===== src/rtl/avmm_lvds_bridge_pkg.sv =====
// Shared definitions for the AVMM-LVDS bridge request link.
// The slave-side serializer and the master-side deserializer both use this
// package, so the frame layout is defined once.
//   ADDR_W / BURSTCNT_W : Avalon address and burstcount widths
//   req_op_t            : request opcode carried in header bits [31:30]
//   REQ_MARKER          : frame marker expected in header bits [29:28]
//   req_hdr_t           : header word overlay
package avmm_lvds_bridge_pkg;

  localparam int ADDR_W     = 32;
  localparam int BURSTCNT_W = 8;

  typedef enum logic [1:0] {
    OP_WR  = 2'd0,
    OP_RD  = 2'd1,
    OP_BWR = 2'd2,
    OP_BRD = 2'd3
  } req_op_t;

  localparam logic [1:0] REQ_MARKER = 2'b01;

  // Header field positions (LSB of each field)
  localparam int HDR_OP_LSB   = 30;
  localparam int HDR_MARK_LSB = 28;
  localparam int HDR_BE_LSB   = 24;
  localparam int HDR_BC_LSB   = 0;

  // Bits between byteenable and burstcount are don't-care.
  typedef struct packed {
    req_op_t                 op;
    logic [1:0]              marker;
    logic [3:0]              byteenable;
    logic [23-BURSTCNT_W:0]  rsvd;
    logic [BURSTCNT_W-1:0]   burstcount;
  } req_hdr_t;

  function automatic logic op_is_burst(input req_op_t op);
    return (op == OP_BWR) || (op == OP_BRD);
  endfunction

  function automatic logic op_is_write(input req_op_t op);
    return (op == OP_WR) || (op == OP_BWR);
  endfunction

endpackage


===== src/rtl/avmm_lvds_word_deser.sv =====
// Lane-to-word assembler for the request link.
// Each valid beat is shifted in, LSB lane first; the beat that completes a
// word is presented combinationally together with word_valid_o so the parser
// can register its outputs one cycle after that final beat.
//   clk_i, rst_i        : link clock, synchronous active-low reset
//   req_data_i          : lane beat
//   req_valid_i         : beat qualifier; low cycles hold all state
//   word_o              : assembled 32-bit word (meaningful with word_valid_o)
//   word_valid_o        : high in the cycle carrying the last beat of a word
module avmm_lvds_word_deser #(
  parameter int REQ_FACTOR = 8,
  parameter int LANE_W     = 32 / REQ_FACTOR
) (
  input  logic              clk_i,
  input  logic              rst_i,
  input  logic [LANE_W-1:0] req_data_i,
  input  logic              req_valid_i,
  output logic [31:0]       word_o,
  output logic              word_valid_o
);

  localparam int CNT_W = (REQ_FACTOR > 1) ? $clog2(REQ_FACTOR) : 1;
  localparam logic [CNT_W-1:0] LAST_BEAT = CNT_W'(REQ_FACTOR - 1);

  logic [CNT_W-1:0] beat_q;
  logic [31:0]      sr_next;

  always_ff @(posedge clk_i) begin
    if (!rst_i) begin
      beat_q <= '0;
    end else if (req_valid_i) begin
      beat_q <= (beat_q == LAST_BEAT) ? '0 : beat_q + 1'b1;
    end
  end

  generate
    if (REQ_FACTOR == 1) begin : g_single
      assign sr_next = req_data_i;
    end else begin : g_multi
      // Only the upper beats need storing; the newest beat enters at the top
      // and earlier beats move down, leaving beat 0 at [LANE_W-1:0].
      logic [31-LANE_W:0] sr_q;
      assign sr_next = {req_data_i, sr_q};
      always_ff @(posedge clk_i) begin
        if (!rst_i) begin
          sr_q <= '0;
        end else if (req_valid_i) begin
          sr_q <= sr_next[31:LANE_W];
        end
      end
    end
  endgenerate

  assign word_o       = sr_next;
  assign word_valid_o = req_valid_i && (beat_q == LAST_BEAT);

endmodule


===== src/rtl/avmm_lvds_req_deser.sv =====
// Request deserializer, master side of the AVMM-LVDS bridge.
// Rebuilds 32-bit words from the lane stream and parses them into frames of
// header, address and (for writes) data words.
//   clk_i, rst_i            : request link clock, sync active-low reset
//   req_data_i, req_valid_i : lane beat and qualifier
//   cmd_*_o                 : command fields, strobed by cmd_valid_o
//   wdata_valid_o/wdata_o/wdata_last_o : write-data word strobe
//   frame_err_o, err_cnt_o  : malformed-header strobe and saturating count
//   state_dbg_o             : parser state for observation
// Handshake: there is no ready. Every *_valid_o / frame_err_o is a one-cycle
// strobe that downstream must take in that cycle; the associated fields are
// valid with the strobe and hold until the next strobe of the same kind.
module avmm_lvds_req_deser
  import avmm_lvds_bridge_pkg::*;
#(
  parameter int REQ_FACTOR = 8,
  parameter int LANE_W     = 32 / REQ_FACTOR
) (
  input  logic                  clk_i,
  input  logic                  rst_i,
  input  logic [LANE_W-1:0]     req_data_i,
  input  logic                  req_valid_i,
  output logic                  cmd_valid_o,
  output logic [1:0]            cmd_op_o,
  output logic [3:0]            cmd_byteenable_o,
  output logic [BURSTCNT_W-1:0] cmd_burstcount_o,
  output logic [ADDR_W-1:0]     cmd_address_o,
  output logic                  wdata_valid_o,
  output logic [31:0]           wdata_o,
  output logic                  wdata_last_o,
  output logic                  frame_err_o,
  output logic [15:0]           err_cnt_o,
  output logic [1:0]            state_dbg_o
);

  localparam logic [1:0] ST_HDR  = 2'd0;
  localparam logic [1:0] ST_ADDR = 2'd1;
  localparam logic [1:0] ST_DATA = 2'd2;

  logic [31:0] word;
  logic        word_valid;

  avmm_lvds_word_deser #(
    .REQ_FACTOR (REQ_FACTOR),
    .LANE_W     (LANE_W)
  ) u_word_deser (
    .clk_i        (clk_i),
    .rst_i        (rst_i),
    .req_data_i   (req_data_i),
    .req_valid_i  (req_valid_i),
    .word_o       (word),
    .word_valid_o (word_valid)
  );

  req_hdr_t hdr;
  logic     hdr_bad;

  assign hdr     = req_hdr_t'(word);
  assign hdr_bad = (hdr.marker != REQ_MARKER) ||
                   (op_is_burst(hdr.op) && (hdr.burstcount == '0));

  logic [1:0]            state_q;
  req_op_t               op_q;
  logic [3:0]            be_q;
  logic [BURSTCNT_W-1:0] bc_q;
  logic [31:0]           rem_q;
  logic [15:0]           err_cnt_q;

  always_ff @(posedge clk_i) begin
    if (!rst_i) begin
      state_q          <= ST_HDR;
      op_q             <= OP_WR;
      be_q             <= '0;
      bc_q             <= '0;
      rem_q            <= '0;
      err_cnt_q        <= '0;
      cmd_valid_o      <= 1'b0;
      cmd_op_o         <= '0;
      cmd_byteenable_o <= '0;
      cmd_burstcount_o <= '0;
      cmd_address_o    <= '0;
      wdata_valid_o    <= 1'b0;
      wdata_o          <= '0;
      wdata_last_o     <= 1'b0;
      frame_err_o      <= 1'b0;
    end else begin
      cmd_valid_o   <= 1'b0;
      wdata_valid_o <= 1'b0;
      wdata_last_o  <= 1'b0;
      frame_err_o   <= 1'b0;
      if (word_valid) begin
        case (state_q)
          ST_HDR: begin
            if (hdr_bad) begin
              // Stay in HDR: the next word is tried as a header.
              frame_err_o <= 1'b1;
              if (err_cnt_q != 16'hFFFF) err_cnt_q <= err_cnt_q + 16'd1;
            end else begin
              // Header fields are held privately so the visible command
              // fields only change on cmd_valid_o.
              op_q    <= hdr.op;
              be_q    <= op_is_burst(hdr.op) ? 4'hF : hdr.byteenable;
              bc_q    <= op_is_burst(hdr.op) ? hdr.burstcount : BURSTCNT_W'(1);
              state_q <= ST_ADDR;
            end
          end
          ST_ADDR: begin
            cmd_valid_o      <= 1'b1;
            cmd_op_o         <= op_q;
            cmd_byteenable_o <= be_q;
            cmd_burstcount_o <= bc_q;
            cmd_address_o    <= word[ADDR_W-1:0];
            if (op_is_write(op_q)) begin
              rem_q   <= (op_q == OP_WR) ? 32'd1 : 32'(bc_q);
              state_q <= ST_DATA;
            end else begin
              state_q <= ST_HDR;
            end
          end
          ST_DATA: begin
            wdata_valid_o <= 1'b1;
            wdata_o       <= word;
            rem_q         <= rem_q - 32'd1;
            if (rem_q == 32'd1) begin
              wdata_last_o <= 1'b1;
              state_q      <= ST_HDR;
            end
          end
          default: state_q <= ST_HDR;
        endcase
      end
    end
  end

  assign err_cnt_o   = err_cnt_q;
  assign state_dbg_o = state_q;

endmodule


===== config.mk =====
export PLATFORM = sky130hd
export DESIGN_NAME = avmm_lvds_req_deser
export DESIGN_NICKNAME = d
export VERILOG_FILES = /design/src/rtl/avmm_lvds_bridge_pkg.sv /design/src/rtl/avmm_lvds_word_deser.sv /design/src/rtl/avmm_lvds_req_deser.sv
export SDC_FILE = /design/constraint.sdc
export NUM_CORES = 1
export LEC_CHECK = 0
export CAP_MARGIN = 20
export CORE_UTILIZATION = 40
export DETAILED_ROUTE_END_ITERATION = 12
export PLACE_DENSITY = 0.62
export SYNTH_ARGS = -nofsm -noshare
export SYNTH_HDL_FRONTEND = slang
export SYNTH_SLANG_ARGS = --single-unit

===== constraint.sdc =====
create_clock -name clk_i -period 2.4 [get_ports clk_i]
set_input_delay 0.36 -clock clk_i [delete_from_list [all_inputs] [get_ports clk_i]]
set_output_delay 0.36 -clock clk_i [all_outputs]
set_load 0.05 [all_outputs]

==> summary.md <==
| Metric | Value |
|---|---|
| Multi-input logic area | 0.00356 mm2 |
| Placed Area | a little under 0.009 mm2 |
| Combinational share of power | under 10% |
| Clock H-tree levels | 4 |
| PortBufs | roughly 110 |
| Tcrit/Tclk final | between 90% and 100% |
| Synth Cell Area | 0.00731 mm2 |
| Final wirelength | 18,000 um |
| Largest net degree at the start of global routing | 79 |
| Vias in the first global route | about 5,500 |
| Share of cells above drive strength 1 | around 8.7% |
| Post-route minimum period | roughly 2300 ps |
| Cell variety after synth | 49 |
| Crit-path cells | or4_4 -> or3_4 -> or4_4 -> or4_4 -> a21oi_2 |
| Core area | 0.0180 mm2 |
| First-pass GRT wire length | about 29,000 um |
| CTS Buf Count | 17 |
| Post-synth EDFFs | 0 |
| Row count | just under 50 |
| Hold Crit Class | in -> reg |
| CP max stage delay | around 550 ps |
| Leak pwr | 0.00338 uW |
| # diodes | 0 |
| Crit path max-delay cell type | or4_4 |
| Io pins | 107 |
| Post-synth net total | 851 |
| Worst Tran Pin Value | roughly 640 ps |
| Fillers | about 1,800 |
| Die Wd | 137 um |
| GPL Wtd Cong | around 0.81 |
| Endpoints failing setup | 0 |
| Clock share of power | a little under half |
| MaxCap Viol Count | 0 |
| Nets | 962 |
| Full die area | ~0.019 mm2 |
| Initial Util | between 40% and 50% |
| Drc violations | 0 |
| DP HPWL | around 12,000 um |
| Sw Share | 22.9% |
| Yosys reg bits | between 150 and 200 |
| Total grt overflow | 0 |
| Antenna Nets Post-Route | 0 |
| Worst slew margin | between 50 and 60% |
| CP Launch Type | flip-flop |
| Worst VDD drop | between 400 and 500 uV |
| Final Max Tran Viols | 0 |
| Achievable Freq | approximately 0.43 GHz |
| Critical-path maximum fanout | 4 |
| CP endpoint kind | flip-flop |
| Initial antenna violation count | 0 |
| Critical Path RT | between 2000 and 3000 ps |
| Die Y | roughly 140 um |
| Clock Path Buffers | 2 |
| Via density | about 5.1 |
| Final Hold Viols | 0 |
| Critical path arrival | between 2000 and 3000 ps |
| Int Pwr | about 4400 uW |
| Max Clock Skew | 8.15 ps |
| Clock Latency Late Sink | 430 ps |
| GRT Resource Usage Total | between 20% and 30% |
| Power Density | ~610 mW/mm2 |
| Power, Total | between 5000 and 6000 uW |
| Crit path kind | reg -> reg |
| Syn avg cell area | just under 9 um2 |
| Routed len/inst | about 15 um |
| Area Growth Syn to Fin | 27.7% |
| Syn Inst Count | about 840 |
| Status | finished, final reports clean |
| Synth warn | 0 |
| Starting DRT DRC Count | between 200 and 300 |
| P_sw | 1300 uW |
| # hold bufs at CTS | 0 |
| Final instance area | 0.00933 mm2 |
| Sequential power share | 52.2% |
| Clk root buf | clkbuf_16 |
| Most frequent CP cell | or4_4 |
| Detailed-router iteration count before antenna repair | 5 |
| Num Clock Sinks | around 180 |
| Vias | between 6,000 and 7,000 |
| Seq/Total Area, Yosys | between 40% and 50% |
| Predominant post-synthesis flop cell | dfxtp_1 |
| FFs w/ async S/R, synth | 0% |
| Register area | 0.00354 mm2 |
| CTS tree | done |
| Clk pin slew, worst setup/hold paths | approximately 70 ps |
==> registers in the layout, summed over array words and instances, names as in the netlist <==
name / count
cmd_address_o: 32
rem_q: 32
wdata_o: 32
u_word_deser.g_multi.sr_q: 28
err_cnt_o: 16
bc_q: 8
cmd_burstcount_o: 8
be_q: 4
cmd_byteenable_o: 4
u_word_deser.beat_q: 3
cmd_op_o: 2
op_q: 2
state_dbg_o: 2
cmd_valid_o: 1
frame_err_o: 1
wdata_last_o: 1
wdata_valid_o: 1
==> layout by cell type (no fill, tap or decap), types with 3 or more instances in the layout <==
| cell type | count |
|---|---|
| a21boi_0 | 87 |
| a21oi_1 | 20 |
| and2_1 | 16 |
| and3_1 | 11 |
| and4_1 | 4 |
| buf_4 | 41 |
| clkbuf_1 | 3 |
| clkbuf_16 | 17 |
| clkdlybuf4s50_1 | 104 |
| dfxtp_1 | 177 |
| ha_1 | 5 |
| inv_1 | 6 |
| inv_6 | 4 |
| mux2i_1 | 35 |
| nand2_1 | 188 |
| nand2b_1 | 8 |
| nand3_1 | 20 |
| nand4_1 | 8 |
| nor2_1 | 31 |
| nor2b_1 | 33 |
| nor3_1 | 19 |
| nor3b_1 | 7 |
| nor4_1 | 15 |
| o211ai_1 | 3 |
| o21ai_0 | 15 |
| o31ai_1 | 6 |
| or3_1 | 9 |
| or4_1 | 6 |
| or4_4 | 4 |
| xnor2_1 | 7 |
| xor2_1 | 14 |
==> layout make-up <==
| cell class | count | area share [%] |
|---|---|---|
| Tap cell | 229 | 3.07 |
| Clock buffer | 21 | 4.83 |
| Timing Repair Buffer | 148 | 14.9 |
| Clock inverter | 10 | 0.831 |
| Multi-Input combinational cell | 600 | 38.1 |
| Sequential cell | 177 | 38.0 |
| Inverter | 6 | 0.241 |
==> kinds of logic (layout without fill, tap and decap cells) <==
group                      count (synthesis)  in the layout  share of synthesized area, %
buffers and inverters                     62            185                          3.18
and+or+nand+nor                          389            389                          25.9
muxes                                     35             35                          4.79
DFF                                      177            177                          48.5
adders and majority gates                  5              5                         0.856
xor gates and xnor gates                  21             21                          2.52
AOI/OAI and AO/OA                        150            150                          14.3
==> cell usage after synthesis (5+ instances only) <==
| master | number | share of area, % |
|---|---|---|
| nand2_1 | 188 | 9.7 |
| dfxtp_1 | 177 | 48 |
| a21boi_0 | 87 | 8.9 |
| clkbuf_1 | 55 | 2.8 |
| mux2i_1 | 35 | 4.8 |
| nor2b_1 | 33 | 2.8 |
| nor2_1 | 32 | 1.6 |
| a21oi_1 | 21 | 1.4 |
| nand3_1 | 20 | 1.4 |
| nor3_1 | 20 | 1.4 |
| and2_1 | 16 | 1.4 |
| nor4_1 | 15 | 1.3 |
| o21ai_0 | 15 | 1.0 |
| xor2_1 | 14 | 1.7 |
| and3_1 | 11 | 0.94 |
| or3_1 | 9 | 0.77 |
| nand2b_1 | 8 | 0.68 |
| nand4_1 | 8 | 0.68 |
| or4_1 | 8 | 0.82 |
| nor3b_1 | 7 | 0.72 |
| xnor2_1 | 7 | 0.84 |
| inv_1 | 6 | 0.31 |
| o31ai_1 | 6 | 0.62 |
| ha_1 | 5 | 0.86 |
==> metal layers <==
layer | wire length [um] | GRT usage [%] | vias to the layer above
li1 | - | - | 3076
met1 | 8610 | 26.8 | 2874
met2 | 8390 | 32.0 | 116
met3 | 751 | 4.82 | 15
met4 | 212 | 5.62 | 0
met5 | 0 | 0 | -
==> metrics by stage <==
stage | hold WS (ps) | worst slack [ps] | cells | util, % | setup TNS, ps
after global routing | 429 | -12.3 | 1191 | 52.0 | -13.7
final | 413 | 67.1 | 1191 | 52.0 | 0
after floorplan | 441 | 28.7 | 839 | - | 0
after CTS | 399 | 1.46 | 1190 | 51.8 | 0
after global placement | 448 | 55.6 | 1159 | 48.9 | 0
after detailed placement | 456 | 63.7 | 1159 | 48.9 | 0
==> worst max-delay path, delay by kind of cell, from the launching register on <==
kind             cells  cell delay, ps
AO/OA/AOI/OAI        1             150
flip-flops           1             310
AND/OR/NAND/NOR      4            1810
==> path summary, 6_finish.rpt <==
path | from | end | slack (ps) | cells past startpoint
worst min register to register | wdata_o[30] | wdata_o[30] | 460 | 2
worst min-delay path | req_valid_i | state_dbg_o[0] | 410 | 4
worst max register to register | rem_q[9] | rem_q[27] | 70 | 5
worst max-delay path | rem_q[9] | rem_q[27] | 70 | 5
==> power groups by stage <==
stage | clock network (uW) | logic (uW) | registers (uW)
finish | 2560 | 146 | 2960
global route | 2760 | 159 | 2960
CTS | 2620 | 147 | 2960
detailed placement | 0 | 147 | 3030
global placement | 0 | 147 | 3030
floorplan | 0 | 103 | 3020
==> timing repair <==
item / in CTS / in global routing
resized for setup: 0 / 4
setup buffers: 0 / 1
setup endpoints to repair: 0 / 4
(Power assumes the default switching activity.)
